<file path="src/rtl/fc_score_collector.sv">
// Collects ten serial FC-layer scores into parallel registers for the argmax block,
// waits out the argmax pipeline latency, then presents the captured result with valid/ready.
module fc_score_collector #(
  parameter int DW         = 16,
  parameter int ARGMAX_LAT = 4
) (
  input  logic          clk,
  input  logic          rst,
  input  logic          score_valid,
  input  logic [DW-1:0] score_data,
  input  logic          score_last,
  output logic          score_ready,
  output logic [DW-1:0] class0,
  output logic [DW-1:0] class1,
  output logic [DW-1:0] class2,
  output logic [DW-1:0] class3,
  output logic [DW-1:0] class4,
  output logic [DW-1:0] class5,
  output logic [DW-1:0] class6,
  output logic [DW-1:0] class7,
  output logic [DW-1:0] class8,
  output logic [DW-1:0] class9,
  input  logic [DW-1:0] class_value,
  input  logic [3:0]    class_index,
  output logic          result_valid,
  input  logic          result_ready,
  output logic [DW-1:0] result_value,
  output logic [3:0]    result_index,
  output logic          frame_err
);

  localparam int WW = $clog2(ARGMAX_LAT + 1);
  localparam logic [WW-1:0] WAIT_END = WW'(ARGMAX_LAT);

  typedef enum logic [1:0] {
    COLLECT = 2'd0,
    WAIT    = 2'd1,
    HOLD    = 2'd2
  } state_t;

  state_t        state;
  logic [3:0]    beat_cnt;
  logic [WW-1:0] wait_cnt;
  logic [DW-1:0] cls [10];
  logic          accept;

  // Forcing ready low during reset keeps a beat from being consumed by a collector being cleared.
  assign score_ready = (state == COLLECT) && !rst;
  assign accept      = score_valid && score_ready;

  assign class0 = cls[0];
  assign class1 = cls[1];
  assign class2 = cls[2];
  assign class3 = cls[3];
  assign class4 = cls[4];
  assign class5 = cls[5];
  assign class6 = cls[6];
  assign class7 = cls[7];
  assign class8 = cls[8];
  assign class9 = cls[9];

  // Frame collection, latency wait and result hand-off.
  always_ff @(posedge clk) begin
    if (rst) begin
      state        <= COLLECT;
      beat_cnt     <= 4'd0;
      wait_cnt     <= '0;
      result_valid <= 1'b0;
      result_value <= '0;
      result_index <= 4'd0;
      frame_err    <= 1'b0;
      for (int i = 0; i < 10; i++) begin
        cls[i] <= '0;
      end
    end else begin
      frame_err <= 1'b0;
      case (state)
        COLLECT: begin
          if (accept) begin
            cls[beat_cnt] <= score_data;
            if (beat_cnt == 4'd9) begin
              // A missing last marker is flagged, but ten beats are still a usable frame.
              beat_cnt  <= 4'd0;
              wait_cnt  <= '0;
              frame_err <= !score_last;
              state     <= WAIT;
            end else if (score_last) begin
              beat_cnt  <= 4'd0;
              frame_err <= 1'b1;
            end else begin
              beat_cnt <= beat_cnt + 4'd1;
            end
          end
        end
        WAIT: begin
          if (wait_cnt == WAIT_END) begin
            result_value <= class_value;
            result_index <= class_index;
            result_valid <= 1'b1;
            state        <= HOLD;
          end else begin
            wait_cnt <= wait_cnt + WW'(1);
          end
        end
        HOLD: begin
          if (result_ready) begin
            result_valid <= 1'b0;
            state        <= COLLECT;
          end
        end
        default: begin
          state <= COLLECT;
        end
      endcase
    end
  end

endmodule

</file>
<file path="config.mk">
export PLATFORM = sky130hd
export DESIGN_NAME = fc_score_collector
export DESIGN_NICKNAME = d
export VERILOG_FILES = /design/src/rtl/fc_score_collector.sv
export SDC_FILE = /design/constraint.sdc
export NUM_CORES = 1
export LEC_CHECK = 0
export BUFFER_PORTS_ARGS = -buffer_cell sky130_fd_sc_hd__buf_2
export CORE_UTILIZATION = 40
export DETAILED_ROUTE_END_ITERATION = 8
export GPL_TIMING_DRIVEN = 0
export PLACE_DENSITY = 0.63
export SYNTH_ARGS = -nofsm -noshare
export SYNTH_HDL_FRONTEND = slang
export SYNTH_SLANG_ARGS = --single-unit
export TNS_END_PERCENT = 100
</file>
<file path="constraint.sdc">
create_clock -name clk -period 3.7 [get_ports clk]
set_input_delay 0.185 -clock clk [delete_from_list [all_inputs] [get_ports clk]]
set_output_delay 0.185 -clock clk [all_outputs]
set_load 0.005 [all_outputs]
</file>
After elaboration in Yosys (flattened, before gate mapping)
Memory sizes are Yosys's and may differ from the RTL's.
Index checks and enable logic that the tools add are counted.
Widths: inputs -> output; s select.
{"block": "word_totals", "reg_bits": 31, "mem_bits_rw": 160, "inputBits": 41, "output_inout_bits": 183, "mem_count": 1}
{"memory": "cls", "depth": 10, "word_bits": 16, "rd": 10, "rd_ports_with_merged_regs": 0, "write_ports": 10, "line_no": "44", "rtl": "logic [DW-1:0] cls [10];"}
{"block": "op_classes", "addsub": 2, "eq_ne": 9, "muxes": 25, "bitwise_logic": 2, "reduce_logical": 14}
{"op": "$mux 16", "n": 1}
{"op": "$reduce_or 16->1", "n": 1}
{"op": "$mux 4", "n": 3}
{"op": "$mux 1", "n": 11}
{"op": "$mux 3", "n": 3}
{"op": "$mux 2", "n": 4}
{"op": "$ne 2x2->1 const B", "n": 4}
{"op": "$reduce_and 4->1", "n": 2}
{"op": "$pmux 2 s3", "n": 1}
{"op": "$pmux 3 s2", "n": 1}
{"op": "$add 4x1->4 const B", "n": 1}
{"op": "$eq 4x4->1 const B", "n": 1}
{"op": "$reduce_and 2->1", "n": 2}
{"op": "$reduce_bool 2->1", "n": 2}
{"op": "$add 3x1->3 const B", "n": 1}
{"op": "$eq 3x3->1 const B", "n": 1}
{"op": "$reduce_and 3->1", "n": 1}
{"op": "$reduce_or 3->1", "n": 1}
{"op": "$eq 2x1->1 const B", "n": 1}
{"op": "$eq 2x2->1 const B", "n": 1}
{"op": "$logic_and 1x1->1", "n": 2}
{"op": "$logic_not 1->1", "n": 2}
{"op": "$logic_not 2->1", "n": 1}
{"op": "$ne 2x1->1 const B", "n": 1}
{"op": "other kinds (2)", "n": 3}

Depth between registers and ports, before layout
{"block": "logic_depth", "ltp_word": 9, "mapped_depth": 6}

Worst setup path after synthesis
Ideal clock, no wire load.
{"block": "synth_timing", "path_type": "register to register", "start": "register beat_cnt[2]", "end": "memory cls[1][0], enable pin", "setup_ps": 411, "t_arrival_ps": 2505, "required_ps": 3289, "slack_ps": 783, "stages_incl_launch_ff": 5, "n_path_buf": 1, "path_cell_list": "dfxtp_1 -> or4b_4 -> or2_1 -> buf_2 -> o21ai_0"}
{"element": "start: declaration", "line_no": "42", "rtl": "logic [3:0] beat_cnt;"}
{"element": "start signal: assignment", "line_no": "91", "rtl": "beat_cnt <= beat_cnt + 4'd1;"}
{"element": "end: declaration", "line_no": "44"}

==> metrics <==
Power per Cell Area between 400 and 500 nW/um2; RSZ-0062 raised after global routing no; Hold Vio Cnt, Final 0; EDFF count, synth 160; Critical R2R Launch beat_cnt[2]$_SDFFE_PP0P_; clk slew on worst S/H paths approximately 0.070 ns; maximum number of pins on one net before global-route repair 18; CTS H-tree lvls 4; CTS tree built; final period utilization between 60 and 70%; worst path cell trace or4b_4 -> or2_1 -> buf_2 -> o21ai_2; clock tree buffer depth 2; initial antenna violation count 0; io pins about 220; Post-Route Setup TNS 0 ns; critical path peak fanout 16; first-pass GRT wire length 26.7 mm; HP Class input port to register; Slew @ Worst Pin roughly 0.9 ns; Leak about 0.0039 uW; Setup crit end kind register; Ys Warns 0; fill count approximately 1500; DR vias 5053; Iter 0 DRT Violations around 290; WP data required 3.75 ns; grt total ovfl 0; Layout Skew between 0.01 and 0.015 ns; critical path class register to register; # port buffers 222; fin cells about 1000; Max-Cap Viols 0; number of global-route vias before repair 4931; latest clock arrival within the worst-skew pair 0.43 ns; DRT antenna net count 0; peak supply drop 0.310 mV; final RePlAce weighted congestion slightly below 0.8; crit path time final about 2.6 ns; CP Launch Type register; layout cell share with drive strength beyond 1 approximately a third; syn nets 579; outcome completed; sequential-to-total area share from yosys stat between 70% and 80%; CP max stage cell o21ai_2; area grow syn2layout 30.5%; slowest stage delay, CP 0.75 ns; crit path DAT about 2.6 ns; ranking of synthesized cells by area edfxtp_1 66%, dfxtp_1 8.5%, and2_1 8.4%, nor2_1 3.5%, nand2_1 3.2%; Critical Path Start beat_cnt[2]$_SDFFE_PP0P_; clock root cell clkbuf_16; Post-Syn Area about 7300 um2; post-synth top area cell edfxtp_1; Most used DFF post-synth edfxtp_1; Buf/Inv on CP 1; # placed instances approximately 990; Die Area 18700 um2; TritonRoute pass-1 iters 4; hpwl dp about 13 mm; Crit path max-delay family simple AND/OR/NAND/NOR gates; Syn Area/Cell ~14 um2; wire length per cell 17.4 um; # clock sinks roughly 190; row count 48; FFs w/ async S/R, synth 0%; DRC 0; Detailed Route WL 18.0 mm; f_max between 300 and 400 MHz; diodes inserted 0; total track usage ~20%; Die Y around 140 um; die span in x roughly 140 um; Final Max Slew Viols 0; Hold Startpoint class_index[2]; register bit total from synthesis 191; TritonCTS Buffers 17; top-area cell type share of the netlist area between 60% and 70%; Gate Count Post-Synth roughly 530; Yosys cell types 39; Core Area about 18000 um2; Rel. slew slack around two fifths; post-DR vias/cell between 4 and 5; fin nets ~840; starting density of the core between 40 and 50%; Final Setup Violations 0
## cells in the mapped netlist (2+ instances only)
cell type and count:
nand3_1 2, or3_1 3, nand3b_1 2, clkbuf_1 19
nand2_1 61, buf_2 8, o31ai_1 2, nand4b_1 2
nor3_1 2, nor2b_1 3, dfxtp_1 31, inv_1 4
ha_1 4, nor2_1 68, nand2b_1 4, or2_1 2
a21oi_1 25, edfxtp_1 160, and2_1 97, o21ai_0 10
or2_2 5, or4b_1 2, nor4_2 2
## logic make-up (layout without fill, tap and decap cells)
group           after synthesis  count (layout)  synth area share [%]
simple gates                263             263                  19.2
flops                       191             191                  74.7
mux                           1               1                 0.138
xor+xnor                      1               1                 0.121
fa+ha+maj                     4               4                 0.689
compound gates               42              42                  3.22
buf+inv                      32             309                  1.90
## placed cells by master, fill, tap and decap left out, types with 2 or more instances in the layout
cell type / Yosys / routed
buf_2: 8 / 230
o21ai_0: 10 / 2
or4b_1: 2 / 2
bufinv_16: 0 / 2
nand2_1: 61 / 61
edfxtp_1: 160 / 160
nor3_1: 2 / 2
dlygate4sd3_1: 0 / 18
or2_1: 2 / 2
nand3_1: 2 / 2
inv_1: 4 / 4
nand2b_1: 4 / 4
inv_6: 0 / 3
clkinvlp_4: 0 / 3
clkbuf_16: 0 / 17
buf_6: 1 / 3
or3_1: 3 / 3
buf_4: 0 / 3
nand3b_1: 2 / 2
and2_1: 97 / 97
clkinv_4: 0 / 2
nor2b_1: 3 / 3
o31ai_1: 2 / 2
inv_8: 0 / 2
o21ai_1: 0 / 5
nand4b_1: 2 / 2
clkbuf_1: 19 / 20
dfxtp_1: 31 / 31
nor4_2: 2 / 2
ha_1: 4 / 4
or2_2: 5 / 5
a21oi_1: 25 / 25
o21ai_2: 0 / 3
nor2_1: 68 / 68
## what timing repair did
| action | 4_1_cts | 5_1_grt |
|---|---|---|
| resized for setup | 0 | 0 |
| setup buffers | 0 | 0 |
| hold buffers | 18 | 0 |
| hold endpoints to repair | 18 | 0 |
## power by group
part / switching, uW / leakage, uW / internal, uW / total, uW
registers: 23.0 / 0.00191 / 2400 / 2420
logic: 149 / 0.00173 / 99.6 / 249
clock network: 811 / 0.000279 / 1010 / 1820
total: 983 / 0.00392 / 3510 / 4490
## path summary, 6_finish.rpt
path                                  endpoint  slack [ns]  depth (start not counted)
hold reg to reg   result_value[5]$_SDFFE_PP0P_        0.46                          2
setup reg to reg          cls[9][11]$_DFFE_PP_        1.14                          4
hold / removal    result_index[2]$_SDFFE_PP0P_        0.01                          3
setup / recovery          cls[9][11]$_DFFE_PP_        1.14                          4
## worst reg2reg max path: stages, from the launching register on
cell and delay (ns):
dfxtp_1 0.38, or4b_4 0.61, or2_1 0.24, buf_2 0.20, o21ai_2 0.75
## flip-flops by register name, indices dropped and copies added (netlist names)
name and cells:
cls 160, result_value 16, beat_cnt 4, result_index 4, wait_cnt 3, state 2
frame_err 1, result_valid 1
## stage by stage
step | cell area (um2) | power (uW) | setup slack, ns | hold slack (ns) | utilization, %
floorplan | 7260 | 2550 | 0.783 | 0.321 | -
global placement | 8650 | 2700 | 0.0142 | 0.426 | 49.4
detailed placement | 8710 | 2710 | 1.15 | 0.435 | 49.7
CTS | 9480 | 4520 | 1.12 | 0.00562 | 54.0
global route | 9480 | 4640 | 1.01 | 0.00739 | 54.0
finish | 9480 | 4490 | 1.14 | 0.0149 | 54.0
## area by class of cell
| cell class | count | area, um2 | share of cell area [%] |
|---|---|---|---|
| multi-input cells | 311 | 1710 | 18.0 |
| inverters | 4 | 15.0 | 0.158 |
| clock inverters | 14 | 158 | 1.66 |
| plain buffers | 28 | 123 | 1.29 |
| flip-flops and latches | 191 | 5430 | 57.2 |
| repair buffers | 245 | 1340 | 14.1 |
| well taps | 225 | 282 | 2.97 |
| clock buffers | 18 | 429 | 4.53 |
## routing by layer
metal / vias up / part of all wire [%] / global-route usage [%]
met5: - / 0 / 0
met4: 0 / 1.2 / 6.17
met3: 17 / 6.5 / 4.93
met2: 206 / 51 / 34.5
met1: 2450 / 42 / 23.8
li1: 2380 / - / -
Note: power is estimated with default switching activity, not from simulation.
